[src/rtl/sdf_stage_ctrl.sv]
// Sequencer for one radix-2 DIF single-delay-feedback FFT stage:
// butterfly/fill select, twiddle ROM addressing, end-of-frame drain.
module sdf_stage_ctrl #(
  parameter int N     = 256,
  parameter int SIZE  = 8,
  parameter int STAGE = 6
) (
  input  logic            clk,
  input  logic            rst,
  input  logic            in_valid,
  input  logic            in_last,
  output logic            in_ready,
  output logic            bf_sel,
  output logic            drain,
  output logic            tw_en,
  output logic [SIZE-2:0] tw_addr,
  output logic            out_valid,
  output logic            out_last,
  output logic            busy,
  output logic            err
);

  localparam int D  = N >> STAGE;
  localparam int PB = SIZE - STAGE;
  localparam int AW = SIZE - 1;
  localparam logic [SIZE-1:0] DM   = SIZE'(D - 1);
  localparam logic [SIZE-1:0] LAST = SIZE'(N - 1);

  typedef enum logic [1:0] {
    IDLE,
    RUN,
    FLUSH
  } state_e;

  state_e          state_q;
  logic [SIZE-1:0] cnt_q;
  logic [SIZE-1:0] k_q;
  logic            primed_q;
  logic            out_valid_q;
  logic            out_last_q;
  logic            err_q;

  logic            flush;
  logic            acc;
  logic            p;
  logic            k_end;
  logic            f_end;
  logic [AW-1:0]   j_sh;
  logic [AW-1:0]   k_sh;

  assign flush    = (state_q == FLUSH);
  assign in_ready = !flush;
  assign acc      = in_valid & in_ready;
  assign p        = cnt_q[PB];
  assign k_end    = (k_q == DM);
  assign f_end    = (cnt_q == LAST);
  assign j_sh     = AW'((cnt_q & DM) << (STAGE - 1));
  assign k_sh     = AW'(k_q << (STAGE - 1));

  assign out_valid = out_valid_q;
  assign out_last  = out_last_q;
  assign busy      = (state_q != IDLE);
  assign err       = err_q;

  always_comb begin
    bf_sel  = 1'b0;
    drain   = 1'b0;
    tw_en   = 1'b0;
    tw_addr = '0;
    unique case (1'b1)
      flush: begin
        drain   = 1'b1;
        tw_en   = 1'b1;
        tw_addr = k_sh;
      end
      acc: begin
        bf_sel = p;
        // Block 0 feeds only the delay line; no rotated output yet.
        if (primed_q && !p) begin
          tw_en   = 1'b1;
          tw_addr = j_sh;
        end
      end
      default: ;
    endcase
  end

  always_ff @(posedge clk) begin
    if (rst) begin
      state_q     <= IDLE;
      cnt_q       <= '0;
      k_q         <= '0;
      primed_q    <= 1'b0;
      out_valid_q <= 1'b0;
      out_last_q  <= 1'b0;
      err_q       <= 1'b0;
    end else begin
      out_valid_q <= (acc & primed_q) | flush;
      out_last_q  <= flush & k_end;
      unique case (state_q)
        FLUSH: begin
          if (k_end) begin
            k_q     <= '0;
            state_q <= IDLE;
          end else begin
            k_q <= k_q + 1'b1;
          end
        end
        default: begin
          if (acc) begin
            if (f_end) begin
              cnt_q    <= '0;
              primed_q <= 1'b0;
              k_q      <= '0;
              state_q  <= FLUSH;
              if (!in_last) err_q <= 1'b1;
            end else if (in_last) begin
              err_q    <= 1'b1;
              cnt_q    <= '0;
              primed_q <= 1'b0;
              state_q  <= IDLE;
            end else begin
              cnt_q   <= cnt_q + 1'b1;
              state_q <= RUN;
              if (cnt_q == DM) primed_q <= 1'b1;
            end
          end
        end
      endcase
    end
  end

endmodule

[config.mk]
export PLATFORM = sky130hd
export DESIGN_NAME = sdf_stage_ctrl
export DESIGN_NICKNAME = d
export VERILOG_FILES = /design/src/rtl/sdf_stage_ctrl.sv
export SDC_FILE = /design/constraint.sdc
export NUM_CORES = 1
export LEC_CHECK = 0
export BUFFER_PORTS_ARGS = -buffer_cell sky130_fd_sc_hd__buf_2
export CORE_MARGIN = 4
export CORE_UTILIZATION = 30
export DETAILED_ROUTE_END_ITERATION = 10
export PLACE_DENSITY_LB_ADDON = 0.15
export SLEW_MARGIN = 20
export SYNTH_ARGS = -nofsm -noshare
export SYNTH_HDL_FRONTEND = slang
export SYNTH_SLANG_ARGS = --single-unit
[constraint.sdc]
create_clock -name clk -period 1.98 [get_ports clk]
set_input_delay 0.396 -clock clk [delete_from_list [all_inputs] [get_ports clk]]
set_output_delay 0.396 -clock clk [all_outputs]
set_load 0.02 [all_outputs]
==> qor.json, run 1 <==
{
  "finalCoreUtilization": {"value": 0.350},
  "numPortBuffers": {"value": 13},
  "num_antenna_cells": {"value": 0},
  "crit_type": {"value": "flip-flop to output pin"},
  "ys_types": {"value": 41},
  "overflow": {"value": 0},
  "dp_hpwl": {"value": 1980, "unit": "um"},
  "r2r_slack": {"value": 0.35, "unit": "ns"},
  "die_h": {"value": 70.8, "unit": "um"},
  "drt-pass1-iter-count": {"value": 4},
  "wirelength_per_cell": {"value": 13.4, "unit": "um"},
  "synthesis.instances": {"value": 140},
  "largest_net_degree_at_the_start_of_global_routing": {"value": 14},
  "route.vias.total": {"value": 1019},
  "maxCapViolations": {"value": 0},
  "floorplan.initialDensity": {"value": 0.316},
  "most_numerous_cell_in_the_yosys_netlist": {"value": "sky130_fd_sc_hd__dfxtp_1"},
  "dp_worst_setup_slack": {"value": 0.278, "unit": "ns"},
  "n_fill_cell": {"value": 414},
  "post-cts-setup-buffers": {"value": 0},
  "setup.worst_path.start_class": {"value": "flip-flop"},
  "cts_max_level": {"value": 1},
  "drive_gt1_frac": {"value": 0.190},
  "finalSetupViolCount": {"value": 0},
  "seq_cells_post_synth": {"value": 22},
  "worst_setup_hold_path_clk_slew": {"value": 0.08, "unit": "ns"},
  "worst-endpoint-arrival": {"value": 1.38, "unit": "ns"},
  "timing.critical_path.buf_inv": {"value": 2},
  "synth_top_area_share": {"value": 0.372},
  "grtUsageTotal": {"value": 0.117},
  "cp_max_fo": {"value": 13},
  "synth_sequential_area_ratio": {"value": 0.372},
  "netlist_top_cells_count": {"value": "sky130_fd_sc_hd__dfxtp_1 (22), sky130_fd_sc_hd__nand2_1 (15), sky130_fd_sc_hd__nor2_1 (11)"},
  "total_clock_buffers_created_by_cts": {"value": 3},
  "share_of_the_cycle_needed_by_the_critical_path_after_routing": {"value": 0.897},
  "cts_repair_resize_count": {"value": 0},
  "gp_routability_congestion": {"value": 0.792},
  "final_critical_path_setup_slack": {"value": 0.203, "unit": "ns"},
  "clock_sinks": {"value": 22},
  "clockBufferDepth": {"value": 2},
  "std_cell_rows": {"value": 22},
  "report.final.slew_viol_count": {"value": 0},
  "number_of_enable_flip_flop_cells_after_synthesis": {"value": 0},
  "period_minus_slack": {"value": 1.78, "unit": "ns"},
  "cp_data_required_time": {"value": 1.58, "unit": "ns"},
  "chipWidth": {"value": 70.8, "unit": "um"},
  "power_density": {"value": 600, "unit": "nW/um2"},
  "wire_length_of_the_first_global_routing_pass": {"value": 4770, "unit": "um"},
  "number_of_remaining_drc_errors": {"value": 0},
  "placement.cell_area": {"value": 1270, "unit": "um2"},
  "grt_antenna_before_repair": {"value": 0},
  "i_o_pins": {"value": 19},
  "synth.area.top_cells": {"value": "sky130_fd_sc_hd__dfxtp_1 (37%), sky130_fd_sc_hd__nand2_1 (4.8%), sky130_fd_sc_hd__buf_4 (4.4%)"},
  "tightest_hold_check_type": {"value": "flip-flop to flip-flop"},
  "run_status": {"value": "finished clean"},
  "final_net_count": {"value": 162},
  "critical-path-max-stage-delay": {"value": 0.41, "unit": "ns"},
  "sequence_of_cells_on_the_critical_path": {"value": "nand2b_4 > inv_4 > nor2_1 > a21oi_1 > buf_2"},
  "ant_nets": {"value": 0},
  "synthFlopType": {"value": "sky130_fd_sc_hd__dfxtp_1"},
  "rsz_0062_raised_after_global_routing": {"value": "false"},
  "synth.cell_area": {"value": 1180, "unit": "um2"},
  "cell_at_the_slowest_stage_of_the_critical_path": {"value": "sky130_fd_sc_hd__dfxtp_1"},
  "fmaxAchievable": {"value": 0.563, "unit": "GHz"},
  "final_cell_area": {"value": 1310, "unit": "um2"},
  "setup-tns-final": {"value": 0, "unit": "ns"},
  "area.growth.synth_to_final": {"value": 10.7, "unit": "%"},
  "coreArea": {"value": 3740, "unit": "um2"},
  "postCtsHoldBufs": {"value": 0},
  "first_global_vias": {"value": 992},
  "cp-end-kind": {"value": "output pin"},
  "synthesized_area_per_cell": {"value": 8.45, "unit": "um2"},
  "max-vdd-ir-drop": {"value": 0.252, "unit": "mV"},
  "yosysWarnings": {"value": 0},
  "cts_tree": {"value": "done"},
  "async_flop_share": {"value": 0},
  "detailedRoute.firstIterationViolations": {"value": 47},
  "cts-root-buf": {"value": "sky130_fd_sc_hd__clkbuf_8"},
  "clk-insertion-delay-late": {"value": 0.26, "unit": "ns"},
  "wl": {"value": 2700, "unit": "um"},
  "timing_hold_violations_final": {"value": 0},
  "dieArea": {"value": 5010, "unit": "um2"},
  "total_leakage_power": {"value": 0.512, "unit": "nW"},
  "worst_path_dominant_cell_family": {"value": "flip-flops"},
  "synth.largest_area_cell": {"value": "sky130_fd_sc_hd__dfxtp_1"},
  "finClkSkew": {"value": 0.00291, "unit": "ns"},
  "route.detailed.vias_per_inst": {"value": 5.07},
  "fin_hold_ws": {"value": 0.478, "unit": "ns"}
}
worst min-delay path: stages (launching register included):
cell and delay (ns):
sky130_fd_sc_hd__dfxtp_1 0.33, sky130_fd_sc_hd__a31oi_1 0.04, sky130_fd_sc_hd__nor2_1 0.07
power breakdown:
part / internal (mW) / switching, mW
clock: 0.136 / 0.140
combinational: 0.0200 / 0.0389
sequential: 0.447 / 0.00448
total: 0.603 / 0.183
worst paths after layout:
kind | start | end | cells after the start
max reg2reg | k_q[0]$_SDFFE_PP0P_ | k_q[4]$_SDFFE_PP0P_ | 5
min reg2reg | err$_SDFFE_PP0P_ | err$_SDFFE_PP0P_ | 2
max | state_q[1]$_SDFFE_PP0P_ | tw_addr[6] | 5
min | err$_SDFFE_PP0P_ | err$_SDFFE_PP0P_ | 2
registers in the layout, summed over array words and instances, names as in the netlist:
name and cells:
cnt_q 8, k_q 8, err 1, primed_q 1
out_valid 1, state_q 2, out_last 1
area by class of cell:
| cell class | count | area, um2 | share of cell area |
|---|---|---|---|
| inverters | 5 | 21.3 | 0.0162 |
| repair buffers | 16 | 87.6 | 0.0669 |
| clock buffers | 3 | 41.3 | 0.0315 |
| multi-input cells | 107 | 659 | 0.503 |
| well taps | 48 | 60.1 | 0.0458 |
| flip-flops and latches | 22 | 440 | 0.336 |
kinds of logic after synthesis:
| family | share of synthesized area |
|---|---|
| compound gates | 0.178 |
| fa+ha+maj | 0.0317 |
| buf+inv | 0.0835 |
| other cells | 0.00317 |
| xor+xnor | 0.0444 |
| flops | 0.372 |
| simple gates | 0.288 |
cell usage in the layout (no fill, tap or decap), types with 2 or more instances in the layout:
cell,netlist,final
sky130_fd_sc_hd__ha_1,3,3
sky130_fd_sc_hd__nand4_1,5,5
sky130_fd_sc_hd__a21oi_1,9,9
sky130_fd_sc_hd__nor3_1,6,6
sky130_fd_sc_hd__buf_4,7,3
sky130_fd_sc_hd__nor2_1,11,11
sky130_fd_sc_hd__dfxtp_1,22,22
sky130_fd_sc_hd__conb_1,1,5
sky130_fd_sc_hd__o21ai_0,9,9
sky130_fd_sc_hd__nand2_1,15,15
sky130_fd_sc_hd__clkbuf_8,0,3
sky130_fd_sc_hd__or3_1,2,2
sky130_fd_sc_hd__xnor2_1,3,3
sky130_fd_sc_hd__buf_2,1,13
sky130_fd_sc_hd__nand3_1,7,7
sky130_fd_sc_hd__nor4_1,3,3
sky130_fd_sc_hd__inv_1,4,4
sky130_fd_sc_hd__and3_2,2,2
sky130_fd_sc_hd__a41oi_1,2,2
sky130_fd_sc_hd__a31oi_1,3,3
sky130_fd_sc_hd__xor2_1,3,3
metal layers:
layer / up-vias / GRT usage / share of wire
met5: - / 0 / 0
met4: 0 / 0.0188 / 0.0070
met3: 2 / 0.0313 / 0.030
met2: 11 / 0.204 / 0.50
met1: 483 / 0.148 / 0.46
li1: 523 / - / -
per-stage QoR:
| step | instances | total power, mW |
|---|---|---|
| after floorplan | 144 | 0.512 |
| after global placement | 198 | 0.521 |
| after detailed placement | 198 | 0.521 |
| after CTS | 201 | 0.802 |
| after global routing | 201 | 0.831 |
| final | 201 | 0.786 |
No activity file was read; power rests on OpenSTA's default activity.
==> run 2: changes to the inputs <==
- ABC_AREA: default -> 1
- clock period: 1.98 -> 2 ns (I/O delays scaled with it)
==> qor.json, run 2 <==
{
  "reg2reg_depth": {"value": 7},
  "seq_cells_post_synth": {"value": 22},
  "final_critical_path_setup_slack": {"value": 0.159, "unit": "ns"},
  "ant_nets": {"value": 0},
  "chipWidth": {"value": 72.0, "unit": "um"},
  "number_of_enable_flip_flop_cells_after_synthesis": {"value": 0},
  "max-vdd-ir-drop": {"value": 0.299, "unit": "mV"},
  "report.final.slew_viol_count": {"value": 0},
  "postCtsHoldBufs": {"value": 0},
  "flop_pwr_share": {"value": 0.489},
  "gp_routability_congestion": {"value": 0.862},
  "clk-insertion-delay-late": {"value": 0.26, "unit": "ns"},
  "floorplan.initialDensity": {"value": 0.323},
  "synthesis.instances": {"value": 182},
  "yosysWarnings": {"value": 0},
  "dieArea": {"value": 5180, "unit": "um2"},
  "synthesized_area_per_cell": {"value": 6.74, "unit": "um2"},
  "route.vias.total": {"value": 1132},
  "worst_path_dominant_cell_family": {"value": "flip-flops"},
  "total_leakage_power": {"value": 0.582, "unit": "nW"},
  "netlist_top_cells_count": {"value": "sky130_fd_sc_hd__nand2_1 (40), sky130_fd_sc_hd__nand3_1 (25), sky130_fd_sc_hd__dfxtp_1 (22), sky130_fd_sc_hd__nor2_1 (22), sky130_fd_sc_hd__inv_1 (21)"},
  "detailedRoute.firstIterationViolations": {"value": 52},
  "synth.cell_area": {"value": 1230, "unit": "um2"},
  "post-cts-setup-buffers": {"value": 0},
  "cts_max_level": {"value": 1},
  "largest_net_degree_at_the_start_of_global_routing": {"value": 16},
  "run_status": {"value": "finished clean"},
  "i_o_pins": {"value": 19},
  "sequence_of_cells_on_the_critical_path": {"value": "inv_2 > nand2_4 > nand2_2 > o21ai_0 > buf_2"},
  "cts_tree": {"value": "done"},
  "setup-tns-final": {"value": 0, "unit": "ns"},
  "cp.depth": {"value": 5},
  "critical_path.reg2reg.endpoint": {"value": "primed_q$_SDFFE_PP0P_"},
  "clockBufferDepth": {"value": 2},
  "overflow": {"value": 0},
  "period_minus_slack": {"value": 1.84, "unit": "ns"},
  "coreArea": {"value": 3800, "unit": "um2"},
  "wl": {"value": 2750, "unit": "um"},
  "share_clk_of_total_power": {"value": 0.457},
  "grtUsageTotal": {"value": 0.115},
  "leading_registers_by_flop_count": {"value": "cnt_q: 8 flops, k_q: 8 flops, state_q: 2 flops"},
  "synthFlopType": {"value": "sky130_fd_sc_hd__dfxtp_1"},
  "critical-path-max-stage-delay": {"value": 0.35, "unit": "ns"},
  "synth.area.top_cells": {"value": "sky130_fd_sc_hd__dfxtp_1 (36%), sky130_fd_sc_hd__nand2_1 (12%), sky130_fd_sc_hd__nand3_1 (10%)"},
  "placed_cells_incl_taps": {"value": 239},
  "total_clock_buffers_created_by_cts": {"value": 3},
  "cp_data_required_time": {"value": 1.60, "unit": "ns"},
  "ys_types": {"value": 24},
  "numPortBuffers": {"value": 13},
  "r2r_slack": {"value": 0.47, "unit": "ns"},
  "cell_at_the_slowest_stage_of_the_critical_path": {"value": "sky130_fd_sc_hd__dfxtp_1"},
  "most_numerous_cell_in_the_yosys_netlist": {"value": "sky130_fd_sc_hd__nand2_1"},
  "worst-endpoint-arrival": {"value": 1.44, "unit": "ns"},
  "wirelength_per_cell": {"value": 11.3, "unit": "um"},
  "fin_hold_ws": {"value": 0.440, "unit": "ns"},
  "p_sw_frac": {"value": 0.209},
  "timing.critical_path.buf_inv": {"value": 2},
  "worstReg2RegStart": {"value": "cnt_q[0]$_SDFFE_PP0P_"},
  "finClkSkew": {"value": 0.00443, "unit": "ns"},
  "area.growth.synth_to_final": {"value": 12.5, "unit": "%"},
  "wire_length_of_the_first_global_routing_pass": {"value": 4770, "unit": "um"},
  "number_of_remaining_drc_errors": {"value": 0},
  "worst_setup_hold_path_clk_slew": {"value": 0.08, "unit": "ns"},
  "worstSetupStartpoint": {"value": "state_q[0]$_SDFFE_PP0P_"},
  "worst_setup_path_endpoint": {"value": "tw_addr[6]"},
  "internal-power": {"value": 721, "unit": "uW"},
  "crit_type": {"value": "flip-flop to output pin"},
  "power": {"value": 911, "unit": "uW"},
  "std_cell_rows": {"value": 22},
  "finish.cell_count_without_fillers": {"value": 243},
  "first_global_vias": {"value": 1075},
  "share_of_the_cycle_needed_by_the_critical_path_after_routing": {"value": 0.920},
  "drive_gt1_frac": {"value": 0.128},
  "tightest_hold_check_type": {"value": "input port to flip-flop"},
  "final_net_count": {"value": 203},
  "cts_repair_resize_count": {"value": 0},
  "rsz_0062_raised_after_global_routing": {"value": "false"},
  "dp_worst_setup_slack": {"value": 0.447, "unit": "ns"},
  "dp_hpwl": {"value": 2090, "unit": "um"},
  "setup.worst_path.start_class": {"value": "flip-flop"},
  "route.detailed.vias_per_inst": {"value": 4.66},
  "cp-end-kind": {"value": "output pin"},
  "comb_power_share": {"value": 0.054},
  "maxCapViolations": {"value": 0},
  "fmaxAchievable": {"value": 0.543, "unit": "GHz"},
  "num_antenna_cells": {"value": 0},
  "mostFrequentLayoutCells": {"value": "sky130_fd_sc_hd__nand2_1 (40), sky130_fd_sc_hd__nand3_1 (25), sky130_fd_sc_hd__nor2_1 (22), sky130_fd_sc_hd__dfxtp_1 (22), sky130_fd_sc_hd__inv_1 (21)"},
  "timing_hold_violations_final": {"value": 0},
  "drt-pass1-iter-count": {"value": 4},
  "p_switching": {"value": 191, "unit": "uW"},
  "cp_max_fo": {"value": 13},
  "synth_sequential_area_ratio": {"value": 0.359},
  "async_flop_share": {"value": 0},
  "cts-root-buf": {"value": "sky130_fd_sc_hd__clkbuf_8"},
  "finalSetupViolCount": {"value": 0},
  "synth_top_area_share": {"value": 0.359},
  "final_common_cell": {"value": "sky130_fd_sc_hd__nand2_1"},
  "grt_antenna_before_repair": {"value": 0},
  "power_density": {"value": 660, "unit": "nW/um2"},
  "die_h": {"value": 72.0, "unit": "um"},
  "synth.largest_area_cell": {"value": "sky130_fd_sc_hd__dfxtp_1"},
  "clock_sinks": {"value": 22}
}
[run 2: cell types whose count changed after synthesis, sizes merged, moves of 3 or more]
| cell | change |
|---|---|
| a21oi | +5 |
| a31oi | -3 |
| inv | +17 |
| nand2 | +27 |
| nand3 | +18 |
| nor2 | +14 |
| nor3 | -4 |
| nor4 | -3 |
| o21ai | -3 |
| xnor2 | -3 |
[run 2: power by group through the flow]
stage	sequential, mW	combinational (mW)	clock (mW)
4_1_cts	0.445	0.0492	0.434
3_3_place_gp	0.456	0.0493	0
6_report	0.445	0.0491	0.417
3_5_place_dp	0.456	0.0491	0
2_1_floorplan	0.457	0.0426	0
5_1_grt	0.446	0.0548	0.451
[run 2: logic make-up after synthesis]
family	after synthesis	synth area share
xor+xnor	3	0.0214
flops	22	0.359
other cells	1	0.00306
buf+inv	31	0.120
simple gates	100	0.373
fa+ha+maj	3	0.0306
compound gates	22	0.0928
[run 2: metal layers]
| metal | part of all wire | global-route usage | up-vias |
|---|---|---|---|
| li1 | - | - | 601 |
| met1 | 0.54 | 0.169 | 492 |
| met2 | 0.39 | 0.167 | 35 |
| met3 | 0.054 | 0.0208 | 4 |
| met4 | 0.011 | 0.0376 | 0 |
| met5 | 0 | 0 | - |
[run 2: worst reg2reg max path, cell delays in order, from the launching register on]
cell and delay [ns]:
sky130_fd_sc_hd__dfxtp_1 0.40, sky130_fd_sc_hd__ha_1 0.24, sky130_fd_sc_hd__nand2_1 0.09, sky130_fd_sc_hd__nor2_1 0.13
sky130_fd_sc_hd__nand2_1 0.11, sky130_fd_sc_hd__ha_1 0.18, sky130_fd_sc_hd__o21ai_0 0.20, sky130_fd_sc_hd__nor2_1 0.08
[run 2: worst min-delay path by stage]
stage | slack [ns] | start | cells after the start | to
6_report | 0.44 | in_last | 4 | cnt_q[0]$_SDFFE_PP0P_
5_1_grt | 0.47 | in_last | 4 | cnt_q[0]$_SDFFE_PP0P_
4_1_cts | 0.43 | in_last | 4 | cnt_q[0]$_SDFFE_PP0P_
3_5_place_dp | 0.45 | err$_SDFFE_PP0P_ | 2 | err$_SDFFE_PP0P_
3_3_place_gp | 0.44 | err$_SDFFE_PP0P_ | 2 | err$_SDFFE_PP0P_
2_1_floorplan | 0.47 | rst | 1 | k_q[0]$_SDFFE_PP0P_
[run 2: area by class of cell]
class,instances,area (um2)
clock inverter,1,30.0
sequential,22,440
clock buffer,3,41.3
inverter,22,82.6
tap,48,60.1
fill,423,2420
multi-input combinational,133,654
timing repair buffer,14,72.6
[run 2: metrics by stage]
| step | instance area (um2) | util |
|---|---|---|
| final | 1380 | 0.364 |
| after global routing | 1380 | 0.364 |
| after CTS | 1380 | 0.364 |
| after detailed placement | 1310 | 0.345 |
| after global placement | 1310 | 0.345 |
| after floorplan | 1240 | - |
